`src/rtl/regfile_wb_arbiter.sv`:
```
// regfile_wb_arbiter
// Shares the single register-file write port between the ALU/CSR writeback
// path and the load-return path. Loads cannot be stalled and always win.
// ALU results that cannot be written right away wait in a small in-order FIFO
// and are drained whenever no load claims the port. Writes to x0 are dropped.
//
// Ports:
//   clk, rst             clock, asynchronous active-high reset
//   alu_valid/alu_ready  ALU result handshake (ready = FIFO not full)
//   alu_rd, alu_data     ALU destination register and result
//   ld_valid             load data returning this cycle (must be taken)
//   ld_rd, ld_data       load destination register and extended data
//   rf_we/waddr/wdata    registered register-file write port
//   rs1, rs2             decode-stage source registers
//   busy1, busy2         a write to rs1/rs2 is still pending in this block
//   stall_cnt            (WB_STALL_CNT_EN only) saturating count of cycles
//                        in which the ALU offered a result but was stalled
//
// Optional feature macro: WB_STALL_CNT_EN
module regfile_wb_arbiter #(
  parameter int XLEN  = 32,
  parameter int DEPTH = 2
) (
  input  logic            clk,
  input  logic            rst,
  input  logic            alu_valid,
  output logic            alu_ready,
  input  logic [4:0]      alu_rd,
  input  logic [XLEN-1:0] alu_data,
  input  logic            ld_valid,
  input  logic [4:0]      ld_rd,
  input  logic [XLEN-1:0] ld_data,
  output logic            rf_we,
  output logic [4:0]      rf_waddr,
  output logic [XLEN-1:0] rf_wdata,
  input  logic [4:0]      rs1,
  input  logic [4:0]      rs2,
  output logic            busy1,
  output logic            busy2
`ifdef WB_STALL_CNT_EN
  ,
  output logic [15:0]     stall_cnt
`endif
);

  localparam int PTRW = $clog2(DEPTH);
  localparam int CNTW = PTRW + 1;

  logic [PTRW-1:0] headPtr_q, tailPtr_q;
  logic [CNTW-1:0] count_q;
  logic [4:0]      rdMem_q   [DEPTH];
  logic [XLEN-1:0] dataMem_q [DEPTH];

  logic            rfWe_q, rfWe_d;
  logic [4:0]      rfWaddr_q, rfWaddr_d;
  logic [XLEN-1:0] rfWdata_q, rfWdata_d;

  logic full, empty, ldSel, aluTake, popEn, directEn, pushEn;
  logic [PTRW-1:0] scanIdx;

  // Source selection for the output stage. Loads win, then the FIFO head, and
  // only an empty FIFO lets a fresh ALU result bypass straight to the port so
  // that ALU results stay in acceptance order.
  always_comb begin
    full      = (count_q == CNTW'(DEPTH));
    empty     = (count_q == '0);
    alu_ready = !full;
    ldSel     = ld_valid && (ld_rd != 5'd0);
    aluTake   = alu_valid && !full && (alu_rd != 5'd0);
    popEn     = !ldSel && !empty;
    directEn  = !ldSel && empty && aluTake;
    pushEn    = aluTake && !directEn;

    rfWe_d    = 1'b0;
    rfWaddr_d = rfWaddr_q;
    rfWdata_d = rfWdata_q;
    if (ldSel) begin
      rfWe_d    = 1'b1;
      rfWaddr_d = ld_rd;
      rfWdata_d = ld_data;
    end else if (popEn) begin
      rfWe_d    = 1'b1;
      rfWaddr_d = rdMem_q[headPtr_q];
      rfWdata_d = dataMem_q[headPtr_q];
    end else if (directEn) begin
      rfWe_d    = 1'b1;
      rfWaddr_d = alu_rd;
      rfWdata_d = alu_data;
    end
  end

  // Output stage and FIFO bookkeeping. Pointers wrap naturally because DEPTH
  // is a power of two; a simultaneous push and pop leaves the count alone.
  always_ff @(posedge clk or posedge rst) begin
    if (rst) begin
      rfWe_q    <= 1'b0;
      rfWaddr_q <= 5'd0;
      rfWdata_q <= '0;
      headPtr_q <= '0;
      tailPtr_q <= '0;
      count_q   <= '0;
    end else begin
      rfWe_q    <= rfWe_d;
      rfWaddr_q <= rfWaddr_d;
      rfWdata_q <= rfWdata_d;
      if (pushEn) tailPtr_q <= tailPtr_q + PTRW'(1);
      if (popEn)  headPtr_q <= headPtr_q + PTRW'(1);
      case ({pushEn, popEn})
        2'b10:   count_q <= count_q + CNTW'(1);
        2'b01:   count_q <= count_q - CNTW'(1);
        default: count_q <= count_q;
      endcase
    end
  end

  // FIFO storage needs no reset: the count alone decides which slots are live.
  always_ff @(posedge clk) begin
    if (pushEn) begin
      rdMem_q[tailPtr_q]   <= alu_rd;
      dataMem_q[tailPtr_q] <= alu_data;
    end
  end

  assign rf_we    = rfWe_q;
  assign rf_waddr = rfWaddr_q;
  assign rf_wdata = rfWdata_q;

  // Hazard flags: a register is busy if the output stage is about to write it
  // or any live FIFO slot targets it. Slots are scanned relative to the head
  // so that stale entries beyond the count are ignored. x0 is never busy.
  always_comb begin
    busy1   = rfWe_q && (rfWaddr_q == rs1);
    busy2   = rfWe_q && (rfWaddr_q == rs2);
    scanIdx = '0;
    for (int i = 0; i < DEPTH; i++) begin
      scanIdx = headPtr_q + PTRW'(i);
      if (CNTW'(i) < count_q) begin
        if (rdMem_q[scanIdx] == rs1) busy1 = 1'b1;
        if (rdMem_q[scanIdx] == rs2) busy2 = 1'b1;
      end
    end
    if (rs1 == 5'd0) busy1 = 1'b0;
    if (rs2 == 5'd0) busy2 = 1'b0;
  end

`ifdef WB_STALL_CNT_EN
  logic [15:0] stallCnt_q;

  // Counts cycles the ALU was held off by a full FIFO, saturating at all-ones.
  always_ff @(posedge clk or posedge rst) begin
    if (rst) begin
      stallCnt_q <= 16'd0;
    end else if (alu_valid && full && (stallCnt_q != 16'hFFFF)) begin
      stallCnt_q <= stallCnt_q + 16'd1;
    end
  end

  assign stall_cnt = stallCnt_q;
`endif

endmodule
```
`config.mk`:
```
export PLATFORM = sky130hd
export DESIGN_NAME = regfile_wb_arbiter
export DESIGN_NICKNAME = d
export VERILOG_FILES = /design/src/rtl/regfile_wb_arbiter.sv
export SDC_FILE = /design/constraint.sdc
export NUM_CORES = 1
export LEC_CHECK = 0
export CAP_MARGIN = 20
export CORE_AREA = 2 2 103 105
export CTS_BUF_LIST = sky130_fd_sc_hd__clkbuf_2
export DETAILED_ROUTE_END_ITERATION = 8
export DIE_AREA = 0 0 105 107
export DONT_BUFFER_PORTS = 1
export PLACE_DENSITY_LB_ADDON = 0.2
export SKIP_CTS_REPAIR_TIMING = 1
export SYNTH_ARGS = -nofsm -noshare
export SYNTH_HDL_FRONTEND = slang
export SYNTH_SLANG_ARGS = --single-unit
```
`constraint.sdc`:
```
create_clock -name clk -period 3.11 [get_ports clk]
set_input_delay 0.622 -clock clk [delete_from_list [all_inputs] [get_ports clk]]
set_output_delay 0.622 -clock clk [all_outputs]
set_load 0.02 [all_outputs]
```
# After elaboration in Yosys (flattened, before gate mapping)
# Memories as Yosys holds them, arrays and structs flattened.
# Cells that the tools add are included.
# op_classes
add_sub_neg	4
n_lt_le_gt_ge	2
n_eq_ne	9
mux	22
n_reduce_logical	20
# op_table
cell	n
$mux W32	3
$eq A5 B5 Y1	6
$mux W1	15
$mux W5	3
$logic_not A5 Y1	2
$reduce_bool A5 Y1	2
$logic_and A1 B1 Y1	9
$eq A2 B2 Y1 const B	2
$logic_not A1 Y1	4
$lt A1 B2 Y1 const A	2
$pmux W2 S2	1
$reduce_bool A3 Y1	1
$add A1 B1 Y1 const B	2
$add A2 B1 Y2 const B	1
$eq A2 B1 Y1 const B	1
$logic_not A2 Y1	1
$reduce_bool A2 Y1	1
$sub A2 B1 Y2 const B	1
# word_totals
reg_bits	42
ramBits	74
output_inout_bits	41
wordCells	65
memories	2
# memory_table
name	depth	width	read_ports	rd_ports_with_merged_regs	write_ports	line_no	source
dataMem_q	2	32	1	0	1	52	logic [XLEN-1:0] dataMem_q [DEPTH];
rdMem_q	2	5	2	0	1	51	logic [4:0] rdMem_q [DEPTH];

# Longest topological paths before layout
# Gate-level depths: netlist (run 1).
# depth
depth_word	9
ltp_mapped	10

# Worst setup path before layout (run 1)
# OpenSTA, ideal clock, no wires.
# synth_timing
kind	register to register
startpoint	register count_q[0]
endpoint	memory dataMem_q[0][0] (enable)
setup_time_ps	431
arrival_time_ps	2805
required_time_ps	2679
path_slack_ps	-126
path_stages_with_launch	7
path_buffers	2
cell_sequence	dfrtp_1 > inv_1 > ha_1 > clkbuf_1 > clkbuf_1 > a21o_1 > nor2_1
# synth_via
elab_chain_len	9
# synth_lines
item	line_no	source
start: declaration	50	logic [CNTW-1:0] count_q;
start signal: assignment	109	2'b10: count_q <= count_q + CNTW'(1);
start signal: assignment	110	2'b01: count_q <= count_q - CNTW'(1);
start signal: assignment	111	default: count_q <= count_q;
$eq A2 B2 Y1	65	full = (count_q == CNTW'(DEPTH));
$logic_not A1 Y1	69	aluTake = alu_valid && !full && (alu_rd != 5'd0);
$logic_and A1 B1 Y1 (2 in series)	69	
$logic_and A1 B1 Y1	71	directEn = !ldSel && empty && aluTake;
$logic_not A1 Y1	72	pushEn = aluTake && !directEn;
$logic_and A1 B1 Y1 (*)	72	
$mux W1 (*)	118	if (pushEn) begin
$mux W1 (not written as such) (*)	120	dataMem_q[tailPtr_q] <= alu_data;
end: declaration	52	
# Mark *: on every way between the ends. The rest lies on a longest branch, timed or not.

# Worst setup path in the final report (run 1)
# layout_timing
startpoint	register headPtr_q
endpoint	output port busy2
# layout_via
elab_chain_len	7
# layout_lines
item	line_no	source
start: declaration	49	logic [PTRW-1:0] headPtr_q, tailPtr_q;
start signal: assignment	107	if (popEn) headPtr_q <= headPtr_q + PTRW'(1);
$mem_v2 Z2 W5 (*)	n/a	
$eq A5 B5 Y1	139	if (rdMem_q[scanIdx] == rs2) busy2 = 1'b1;
$mux W1	139	
$mux W1	137	if (CNTW'(i) < count_q) begin
$mux W1	139	
$mux W1 (*)	137	
$mux W1 (*)	143	if (rs2 == 5'd0) busy2 = 1'b0;
end: declaration	39	output logic busy2
# Marked as above.

==> results.json, run 1 <==
{
  "cts_tree": "built",
  "whs_ns": 0.0438,
  "dieArea_sq_um": 11200,
  "power.density_nw_per_um2": 917,
  "cp_max_fo": 7,
  "grt_pass1_vias": 3627,
  "finalCritPeriodShare_pct": 97.6,
  "netlist_area_sq_um": 5390,
  "startpoint_type": "flop",
  "dr.pass1.iters": 6,
  "status": "complete, no violations",
  "path_clk_slew_ns": 0.19,
  "synth_ff_type": "edfxtp_1",
  "synth-async-reset-ratio_pct": 36.2,
  "cpPeakStageDelay_ns": 0.58,
  "drive_gt1_share_pct": 18.2,
  "r2r_slack_ns": 0.67,
  "r2r-start": "count_q[0]",
  "critPathLaunch": "headPtr_q",
  "htree_levels": 4,
  "area_growth_pct": 13.4,
  "diodes": 0,
  "dp_slack_ns": 0.464,
  "tightest_slew_ns": 0.951,
  "drt_iter0_drc": 201,
  "hp-class": "in -> async",
  "post-route-util_pct": 60.6,
  "synth_area_leaders": "edfxtp_1 (41%), dfrtp_1 (19%), mux2i_1 (4.8%)",
  "hold_viol_final": 0,
  "max_cap_viol_count": 0,
  "num_rows": 37,
  "yosysTopAreaCellShare_pct": 41.2,
  "wl_microns": 12100,
  "grt.overflow.total": 0,
  "clock_latency_ns": 0.64,
  "relSlewSlack_pct": 36.6,
  "cp.required_ns": 2.49,
  "dpl.cell_count": 553,
  "final_cells": 615,
  "endpoint": "busy2",
  "end_kind": "output pin",
  "ios": 129,
  "layout_min_cycle_time_ns": 3.04,
  "crit_family": "flip-flops",
  "cp.depth": 7,
  "fillers": 878,
  "ys.warnings.count": 0,
  "reg2reg_depth": 7,
  "final_area_sq_um": 6120,
  "yosys.area.top_type": "edfxtp_1",
  "fp.dieH_microns": 107,
  "power_mw": 5.61,
  "cts_buffer_depth": 2,
  "cts.sinks": 116,
  "rsz0062_at_grt": "yes",
  "seq_area_frac_synth_pct": 60.7,
  "drv_slew": 0,
  "ys_types": 41,
  "core_area_sq_um": 10100,
  "finalNetCount": 558,
  "worst-path-buf-inv": 2,
  "worstPathArrival_ns": 2.41,
  "clock_skew_ns": 0.0384,
  "avgRoutedWirePerCell_microns": 19.6,
  "synth-edff-count": 74,
  "netlist_instances": 433,
  "grt_max_degree": 50,
  "grt_antenna_before_repair": 0,
  "numCtsBuffers": 17,
  "antenna_left": 0,
  "die_width_microns": 105,
  "cellLeakagePower_nw": 2.26,
  "tns_ns": 0,
  "grt_pass1_wl_microns": 18700,
  "vias_per_cell": 5.85,
  "finalWorstSetupSlack_ns": 0.0733,
  "place.gp.congestion": 0.927,
  "io_buffers": 0,
  "dr_total_vias": 3595,
  "start_util_pct": 53.4,
  "critical_path.cell_chain": "buf_6 > mux2i_4 > xnor2_1 > nor4_1 > a21oi_1 > o41ai_2 > buf_4",
  "globalRouteTotalUtil_pct": 21.8,
  "cts-root-buf": "clkbuf_2",
  "fmax_mhz": 329,
  "critical_path_class": "reg -> out",
  "syn_area_per_cell_sq_um": 12.5,
  "irDropWorstVdd_mv": 0.562,
  "synthesis.nets": 525,
  "timing.rr.end": "rf_wdata[6]",
  "route.detailed.drc": 0,
  "crit_slowest_cell": "dfrtp_4",
  "dpl_cell_area_sq_um": 5500,
  "setup_viol": 0,
  "dp_hpwl_microns": 7590,
  "ys_ff_latch": 116
}
==> how the worst min path moves through the flow <==
stage,endpoint,slack (ns),cells past startpoint
2_1_floorplan,tailPtr_q,0.47,1
6_report,rf_wdata[14],0.04,1
4_1_cts,dataMem_q[0][14],-0.002,0
5_1_grt,dataMem_q[1][30],-0.0004,0
3_5_place_dp,count_q[0],0.50,1
3_3_place_gp,count_q[0],0.50,1
==> cell usage after synthesis, types with 6 or more instances <==
cell type / n
edfxtp_1: 74
xnor2_1: 25
a31oi_1: 16
nand3_1: 16
mux2_2: 16
a21oi_1: 17
o21ai_0: 18
a221o_1: 15
clkbuf_1: 8
nand2_1: 30
buf_2: 6
mux2i_1: 26
xor2_1: 9
nor2_1: 53
dfrtp_1: 42
==> per-layer routing <==
metal | up-vias | part of all wire [%] | GRT usage (%)
li1 | 1667 | - | -
met1 | 1764 | 42 | 26.7
met2 | 154 | 50 | 36.2
met4 | 0 | 0.86 | 6.57
met3 | 10 | 7.6 | 8.27
met5 | - | 0 | 0
==> where the power goes <==
group / internal [mW] / switching (mW) / total, mW / leakage, nW
sequential: 2.14 / 0.572 / 2.71 / 1.18
clock: 0.521 / 0.528 / 1.05 / 0.164
combinational: 0.814 / 1.04 / 1.85 / 0.914
total: 3.47 / 2.14 / 5.61 / 2.26
==> area by class of cell <==
type | instances | area [sq um] | area share (%)
multi-input combinational | 286 | 2020 | 33.1
clock buffer | 19 | 95.1 | 1.55
sequential | 116 | 3280 | 53.6
tap | 136 | 170 | 2.78
inverter | 7 | 28.8 | 0.471
timing repair buffer | 38 | 360 | 5.89
clock inverter | 13 | 163 | 2.66
==> sequential cells by signal, indices dropped and copies added (netlist names) <==
| signal | count |
|---|---|
| rdMem_q | 10 |
| rf_we | 1 |
| rf_wdata | 32 |
| headPtr_q | 1 |
| count_q | 2 |
| rf_waddr | 5 |
| dataMem_q | 64 |
| tailPtr_q | 1 |
==> cell families (layout without fill, tap and decap cells) <==
group | after synthesis | after routing | share of synthesized area, %
mux | 42 | 42 | 8.17
flops | 116 | 116 | 60.7
fa+ha+maj | 4 | 4 | 0.928
xor+xnor | 34 | 34 | 5.52
simple gates | 122 | 122 | 10.2
compound gates | 84 | 84 | 11.4
buf+inv | 31 | 77 | 3.18
==> cell usage in the layout (no fill, tap or decap), drive strengths merged <==
cell type	count
edfxtp	74
nor2	59
dfrtp	42
nand2	30
dlygate4sd3	27
mux2i	26
xnor2	25
a31oi	21
o21ai	20
clkbuf	19
a21oi	17
mux2	16
nand3	16
a221o	15
buf	11
xor2	9
clkinv	9
inv	7
o211ai	5
nand4	4
nor3	4
bufinv	4
ha	4
or4	4
nor4	2
o41ai	2
nor2b	1
and3	1
o21a	1
o211a	1
a221oi	1
a21o	1
nand2b	1
Note: power is estimated with default switching activity, not from simulation.
==> run 2: changes to the inputs <==
--- a/config.mk
+++ b/config.mk
@@ -11,6 +11,7 @@
 export DETAILED_ROUTE_END_ITERATION = 8
 export DIE_AREA = 0 0 105 107
 export DONT_BUFFER_PORTS = 1
+export GPL_ROUTABILITY_DRIVEN = 0
 export PLACE_DENSITY_LB_ADDON = 0.2
 export SKIP_CTS_REPAIR_TIMING = 1
 export SYNTH_ARGS = -nofsm -noshare
==> results of run 2 <==
No change in the layout: final DEF, timing and power equal those of run 1.
